[src/rtl/regfile_wb_pkg.sv]
// Shared definitions for the buffered write-back register file.
// Holds datapath widths, write-FIFO sizing, the write-entry record and the
// architectural reset value used by regfile_wb and wb_fifo.
package regfile_wb_pkg;

    localparam int unsigned DATA_W    = 8;
    localparam int unsigned NUM_REGS  = 4;
    localparam int unsigned ADDR_W    = 2;
    localparam int unsigned BUF_DEPTH = 2;

    // Pointer indexes a slot; the count must also represent "full" (BUF_DEPTH).
    localparam int unsigned BUF_PTR_W = (BUF_DEPTH > 1) ? $clog2(BUF_DEPTH) : 1;
    localparam int unsigned BUF_CNT_W = $clog2(BUF_DEPTH + 1);

    localparam logic [DATA_W-1:0] REG_RESET_VAL = 8'h00;

    typedef struct packed {
        logic [ADDR_W-1:0] addr;
        logic [DATA_W-1:0] data;
    } wr_entry_t;

endpackage

[src/rtl/wb_fifo.sv]
// Write-back FIFO: buffers accepted writes until they are committed to the
// register array. Every slot and its valid bit are exposed so the read ports
// can bypass pending data.
// Ports:
//   clk_i, rst_i    - clock, synchronous active-high reset
//   push_i          - enqueue push_entry_i at the write pointer
//   push_entry_i    - {addr, data} to enqueue
//   pop_i           - retire the oldest entry (caller guarantees non-empty)
//   entries_o       - all slot contents
//   valid_o         - per-slot valid bits
//   rd_ptr_o        - slot index of the oldest entry
//   head_o          - oldest entry (slot at rd_ptr_o)
//   count_o         - registered occupancy, 0..BUF_DEPTH
//   empty_o, full_o - registered empty flag, full derived from registered count
module wb_fifo
    import regfile_wb_pkg::*;
(
    input  logic                 clk_i,
    input  logic                 rst_i,
    input  logic                 push_i,
    input  wr_entry_t            push_entry_i,
    input  logic                 pop_i,
    output wr_entry_t            entries_o [BUF_DEPTH],
    output logic [BUF_DEPTH-1:0] valid_o,
    output logic [BUF_PTR_W-1:0] rd_ptr_o,
    output wr_entry_t            head_o,
    output logic [BUF_CNT_W-1:0] count_o,
    output logic                 empty_o,
    output logic                 full_o
);

    wr_entry_t            entries_q [BUF_DEPTH];
    logic [BUF_DEPTH-1:0] valid_q;
    logic [BUF_PTR_W-1:0] wr_ptr_q, wr_ptr_d;
    logic [BUF_PTR_W-1:0] rd_ptr_q, rd_ptr_d;
    logic [BUF_CNT_W-1:0] count_q, count_d;
    logic                 empty_q, empty_d;

    function automatic logic [BUF_PTR_W-1:0] ptr_inc(input logic [BUF_PTR_W-1:0] p);
        return (p == BUF_PTR_W'(BUF_DEPTH - 1)) ? '0 : p + BUF_PTR_W'(1);
    endfunction

    always_comb begin
        wr_ptr_d = wr_ptr_q;
        rd_ptr_d = rd_ptr_q;
        count_d  = count_q;
        if (push_i) begin
            wr_ptr_d = ptr_inc(wr_ptr_q);
        end
        if (pop_i) begin
            rd_ptr_d = ptr_inc(rd_ptr_q);
        end
        case ({push_i, pop_i})
            2'b10:   count_d = count_q + BUF_CNT_W'(1);
            2'b01:   count_d = count_q - BUF_CNT_W'(1);
            default: count_d = count_q;
        endcase
        empty_d = (count_d == '0);
    end

    // Push and pop never target the same slot: push needs !full, pop needs
    // !empty, and the pointers only coincide when one of those holds.
    always_ff @(posedge clk_i) begin
        if (rst_i) begin
            wr_ptr_q <= '0;
            rd_ptr_q <= '0;
            count_q  <= '0;
            empty_q  <= 1'b1;
            valid_q  <= '0;
            for (int unsigned i = 0; i < BUF_DEPTH; i++) begin
                entries_q[i] <= '0;
            end
        end else begin
            wr_ptr_q <= wr_ptr_d;
            rd_ptr_q <= rd_ptr_d;
            count_q  <= count_d;
            empty_q  <= empty_d;
            if (pop_i) begin
                valid_q[rd_ptr_q] <= 1'b0;
            end
            if (push_i) begin
                entries_q[wr_ptr_q] <= push_entry_i;
                valid_q[wr_ptr_q]   <= 1'b1;
            end
        end
    end

    assign entries_o = entries_q;
    assign valid_o   = valid_q;
    assign rd_ptr_o  = rd_ptr_q;
    assign head_o    = entries_q[rd_ptr_q];
    assign count_o   = count_q;
    assign empty_o   = empty_q;
    assign full_o    = (count_q == BUF_CNT_W'(BUF_DEPTH));

endmodule

[src/rtl/regfile_wb.sv]
// 4 x 8-bit register file with a buffered write-back port. Writes (from the
// MUX output) are queued in wb_fifo and committed to the array when CommitEn
// allows; the two combinational read ports see pending writes via bypass,
// the youngest matching FIFO entry taking priority over the array.
// Ports:
//   Clk, Reset         - clock, synchronous active-high reset
//   WrValid / WrReady  - write handshake; WrReady = !full & !Reset
//   WrAddr, WrData     - write destination and data
//   CommitEn           - permit the oldest FIFO entry to retire this cycle
//   RdAddrA/B, RdDataA/B - independent zero-latency read ports
//   BufCount, BufEmpty - registered FIFO occupancy and empty flag
module regfile_wb
    import regfile_wb_pkg::*;
(
    input  logic              Clk,
    input  logic              Reset,
    input  logic              WrValid,
    output logic              WrReady,
    input  logic [ADDR_W-1:0] WrAddr,
    input  logic [DATA_W-1:0] WrData,
    input  logic              CommitEn,
    input  logic [ADDR_W-1:0] RdAddrA,
    input  logic [ADDR_W-1:0] RdAddrB,
    output logic [DATA_W-1:0] RdDataA,
    output logic [DATA_W-1:0] RdDataB,
    output logic [ADDR_W-1:0] BufCount,
    output logic              BufEmpty
);

    logic [DATA_W-1:0]    regs_q [NUM_REGS];

    wr_entry_t            fifo_entries [BUF_DEPTH];
    logic [BUF_DEPTH-1:0] fifo_valid;
    logic [BUF_PTR_W-1:0] fifo_rd_ptr;
    wr_entry_t            fifo_head;
    logic [BUF_CNT_W-1:0] fifo_count;
    logic                 fifo_empty;
    logic                 fifo_full;

    logic                 push;
    logic                 pop;
    wr_entry_t            push_entry;

    assign WrReady    = !fifo_full && !Reset;
    assign push       = WrValid && WrReady;
    assign pop        = CommitEn && !fifo_empty && !Reset;
    assign push_entry = '{addr: WrAddr, data: WrData};

    wb_fifo u_fifo (
        .clk_i        (Clk),
        .rst_i        (Reset),
        .push_i       (push),
        .push_entry_i (push_entry),
        .pop_i        (pop),
        .entries_o    (fifo_entries),
        .valid_o      (fifo_valid),
        .rd_ptr_o     (fifo_rd_ptr),
        .head_o       (fifo_head),
        .count_o      (fifo_count),
        .empty_o      (fifo_empty),
        .full_o       (fifo_full)
    );

    always_ff @(posedge Clk) begin
        if (Reset) begin
            for (int unsigned i = 0; i < NUM_REGS; i++) begin
                regs_q[i] <= REG_RESET_VAL;
            end
        end else if (pop) begin
            regs_q[fifo_head.addr] <= fifo_head.data;
        end
    end

    // Walk the FIFO oldest-to-youngest starting at the read pointer; a later
    // match overrides an earlier one, so the youngest pending write wins.
    always_comb begin
        logic [BUF_PTR_W-1:0] idx;
        idx     = '0;
        RdDataA = regs_q[RdAddrA];
        RdDataB = regs_q[RdAddrB];
        for (int unsigned k = 0; k < BUF_DEPTH; k++) begin
            idx = BUF_PTR_W'((32'(fifo_rd_ptr) + k) % BUF_DEPTH);
            if (fifo_valid[idx] && (fifo_entries[idx].addr == RdAddrA)) begin
                RdDataA = fifo_entries[idx].data;
            end
            if (fifo_valid[idx] && (fifo_entries[idx].addr == RdAddrB)) begin
                RdDataB = fifo_entries[idx].data;
            end
        end
    end

    assign BufCount = ADDR_W'(fifo_count);
    assign BufEmpty = fifo_empty;

endmodule

[config.mk]
export PLATFORM = sky130hd
export DESIGN_NAME = regfile_wb
export DESIGN_NICKNAME = d
export VERILOG_FILES = /design/src/rtl/regfile_wb_pkg.sv /design/src/rtl/wb_fifo.sv /design/src/rtl/regfile_wb.sv
export SDC_FILE = /design/constraint.sdc
export NUM_CORES = 1
export LEC_CHECK = 0
export ABC_CLOCK_PERIOD_IN_PS = 3890
export CAP_MARGIN = 20
export CORE_AREA = 2 2 78 80
export DETAILED_ROUTE_END_ITERATION = 10
export DIE_AREA = 0 0 80 82
export PLACE_DENSITY = 0.85
export SLEW_MARGIN = 15
export SYNTH_ARGS = -nofsm -noshare
export SYNTH_HDL_FRONTEND = slang
export SYNTH_SLANG_ARGS = --single-unit
export TNS_END_PERCENT = 20
[constraint.sdc]
create_clock -name Clk -period 3.89 [get_ports Clk]
set_input_delay 0.778 -clock Clk [delete_from_list [all_inputs] [get_ports Clk]]
set_output_delay 0.778 -clock Clk [all_outputs]
set_load 0.02 [all_outputs]
==> results of run 1 <==
==> critical path: cells and delay by family <==
kind,cells,cell delay [ns]
buf+inv,2,1.15
compound gates,3,0.92
xor+xnor,1,0.18
==> worst max path at each step <==
stage,from,endpoint,slack (ns),cells after the start
after floorplan,RdAddrB[1],RdDataB[7],0.77,6
after global placement,RdAddrB[1],RdDataB[1],-0.01,6
after detailed placement,RdAddrB[1],RdDataB[1],-0.05,6
after CTS,RdAddrA[1],RdDataA[3],0.0007,6
after global routing,RdAddrA[0],RdDataA[3],0.04,6
final,RdAddrA[1],RdDataA[3],0.09,6
==> final cells by class <==
cell class / instances / area, µm² / share of cell area [%]
multi-input cells: 215 / 1740 / 42.9
well taps: 75 / 93.8 / 2.32
clock inverters: 2 / 15.0 / 0.370
repair buffers: 51 / 499 / 12.3
flip-flops and latches: 59 / 1500 / 37.0
clock buffers: 14 / 184 / 4.54
inverters: 6 / 22.5 / 0.556
==> repair_timing <==
action | CTS | global route
cloned | 0 | 0
endpoints found under the setup margin | 3 | 10
gates resized for setup | 3 | 8
==> Yosys cell counts, types with 3 or more instances <==
master | number | area share (%)
nand2b_1 | 5 | 0.93
nor2_1 | 58 | 6.5
o221ai_1 | 8 | 2.1
a32o_1 | 3 | 0.89
a21oi_1 | 4 | 0.59
nor2b_1 | 5 | 0.93
buf_2 | 8 | 1.2
o311ai_1 | 8 | 2.1
nand3b_1 | 7 | 1.6
nand4_1 | 4 | 0.74
xor2_1 | 4 | 1.0
nand3_1 | 21 | 3.1
mux4_2 | 14 | 9.4
inv_1 | 5 | 0.56
nor3_1 | 3 | 0.45
xnor2_1 | 9 | 2.3
o21ai_0 | 3 | 0.45
mux2i_1 | 37 | 11
clkbuf_1 | 8 | 0.89
edfxtp_1 | 32 | 29
dfxtp_1 | 27 | 16
buf_6 | 3 | 1.0
==> metrics by stage <==
| stage | instances | setup TNS [ns] | utilization, % | power [W] |
|---|---|---|---|---|
| floorplan | 302 | 0 | - | 0.000936 |
| global placement | 406 | -0.0128 | 66.7 | 0.00105 |
| detailed placement | 406 | -0.0486 | 66.7 | 0.00106 |
| CTS | 422 | 0 | 70.1 | 0.00160 |
| global route | 422 | 0 | 70.5 | 0.00165 |
| finish | 422 | 0 | 70.5 | 0.00160 |
==> sequential cells by signal (all words and copies together), names as in the netlist <==
signal and cells:
u_fifo.wr_ptr_q 1, u_fifo.rd_ptr_o 1, regs_q 32, u_fifo.valid_o 2, u_fifo.empty_o 1, u_fifo.entries_o 20, u_fifo.count_o 2
==> cells by family after synthesis <==
group | share of synthesized area (%)
and+or+nand+nor | 15.8
DFF | 44.6
muxes | 22.3
AOI/OAI and AO/OA | 8.47
buffers and inverters | 4.31
xor gates and xnor gates | 4.20
adders and majority gates | 0.371
==> power by group through the flow <==
stage          logic (W)  clock network (W)  registers [W]
2_1_floorplan   0.000213                  0       0.000723
3_3_place_gp    0.000321                  0       0.000727
3_5_place_dp    0.000326                  0       0.000730
4_1_cts         0.000330           0.000552       0.000717
5_1_grt         0.000352           0.000580       0.000722
6_report        0.000332           0.000550       0.000718
==> routing by layer <==
layer	track usage [%]	vias to the layer above	wire, µm
met3	6.04	38	771
met4	15.9	0	340
met2	49.1	162	4470
met5	0	-	0
met1	32.7	1308	3120
li1	-	1220	-
==> placed cells by master, fill, tap and decap left out, types with 2 or more instances in the layout <==
cell             instances
dlymetal6s2s_1           6
clkdlybuf4s50_1         28
nand2b_1                 5
o221ai_1                 8
clkbuf_8                11
nor2_1                  58
o21ai_0                  3
o21ai_1                  2
mux4_1                   2
nor2b_1                  5
nor3_1                   3
dfxtp_1                 27
a32o_1                   3
edfxtp_1                32
clkbuf_1                 2
dlygate4sd2_1            3
mux2i_1                 37
buf_4                   13
a21oi_1                  4
nand3_1                 21
xor2_1                   4
a32oi_1                  2
nand2_1                  2
mux4_2                  14
nand4_1                  4
o311ai_1                 8
xnor2_1                  8
inv_1                    5
nand3b_1                 7
==> run_results.csv, run 1 <==
group,metric,value,unit
power_and_ir_drop,p_switching,0.000451,W
place,place_ws,-0.0486,ns
clocking,htreeDepth,3,
min_path,worstHoldPathCells,2,
synthesis,ys_seq_area_share,44.6,%
global_route,grt_start_max_net_pins,33,
power_and_ir_drop,worst_ir_drop_vdd,408,µV
synthesis,netlist_area,3370,µm²
drt,routed_wl,8710,µm
setup_path,crit_slowest_cell,"clkdlybuf4s50_1",
synthesis,synth_nets,321,
setup_path,critPathArrivalTime,3.02,ns
drt,vias,2728,
drt,vias_per_cell,6.46,
setup_path,r2r_cells,4,
synthesis,synth_edf_count,32,
min_path,hp-class,"register to register",
place,post-dp-hpwl,5910,µm
synthesis,synth-main-ff-cell,"edfxtp_1",
synthesis,yosys_warnings,0,
setup_path,cp_cell_sequence,"clkdlybuf4s50_1 -> xnor2_1 -> a32oi_1 -> a2bb2o_2 -> o221ai_1 -> clkdlybuf4s50_1",
floorplan,fp.dieW,80,µm
min_path,min_to,"u_fifo.entries_o[2]",
floorplan,core_area,5750,µm²
drt,drc_errors,0,
setup_path,criticalPathCategory,"input port to output port",
layout,num-fill-cells,409,
setup_path,critPathMostFrequentCell,"clkdlybuf4s50_1",
timing,period_needed,3.80,ns
timing,hold_viol,0,
layout,syn_to_final_growth,20.3,%
setup_path,required,3.11,ns
floorplan,io_pins,38,
synthesis,syn_avg_cell_area,11.2,µm²
setup_path,r2r-start,"u_fifo.rd_ptr_o",
timing,rsz0062_at_grt,"no",
layout,layout-drive-gt1-share,14.7,%
power_and_ir_drop,power_density,395,nW/µm²
power_and_ir_drop,power.leakage,1.53,nW
power_and_ir_drop,p_sw_share,28.2,%
timing,slew_violations,0,
drt,antenna_left,0,
clocking,cts_hold_buf,0,
timing,worst_slack,0.0879,ns
synthesis,syn_inst,302,
synthesis,ys_ff_latch,59,
setup_path,r2r_slack,1.33,ns
floorplan,std_cell_rows,28,
layout,final_area,4050,µm²
setup_path,cp_max_fo,8,
floorplan,dieArea,6560,µm²
synthesis,ys_types,43,
layout,nets,361,
synthesis,async_flop_share,0,%
power_and_ir_drop,seq_power_share,44.8,%
timing,hold_slack,0.526,ns
clocking,cts_sinks,59,
min_path,min_from,"u_fifo.entries_o[2]",
global_route,grt_overflow,0,
layout,diodes,0,
timing,fin_crit_sh,97.7,%
clocking,clockBufferDepth,2,
drt,drt_iter0_markers,331,
clocking,clock-root-buffer,"clkbuf_8",
global_route,grt_pass1_wl,13600,µm
clocking,post-cts-setup-buffers,0,
power_and_ir_drop,clockPowerShare,34.4,%
clocking,clk_pin_slew,0.06,ns
setup_path,cpPeakStageDelay,0.66,ns
place,routabilityCongestion,0.961,
clocking,cts_tree,"built",
global_route,grt_pass1_vias,2695,
clocking,cts_buffers,9,
clocking,clk_latency,0.34,ns
timing,fmax,0.263,GHz
timing,finalSetupViolations,0,
drt,wl_per_cell,20.6,µm
power_and_ir_drop,power_frac_comb,20.8,%
timing,maxSlewHeadroom,30.3,%
floorplan,start_util,58.6,%
setup_path,startpoint_type,"input port",
setup_path,r2r_end,"regs_q[0][1]",
place,io_buffer_count,37,
timing,tightest_slew,1.04,ns
timing,skew,0.00726,ns
global_route,grt_antenna_before_repair,0,
place,place_area,3830,µm²
floorplan,die_h,82,µm
global_route,grt.total_usage,28.3,%
drt,drtPass1Iterations,5,
setup_path,cp-end-kind,"output port",
run_status,status,"finished, final reports clean",
power_and_ir_drop,p_int,0.00115,W
job,cap_violations,0,
No activity file was read; power rests on OpenSTA's default activity.
==> run 2: changes to the inputs <==
TNS_END_PERCENT = unset   (was 20)
==> results of run 2 <==
Same layout as run 1: the final DEF is identical, and so are final timing and power.
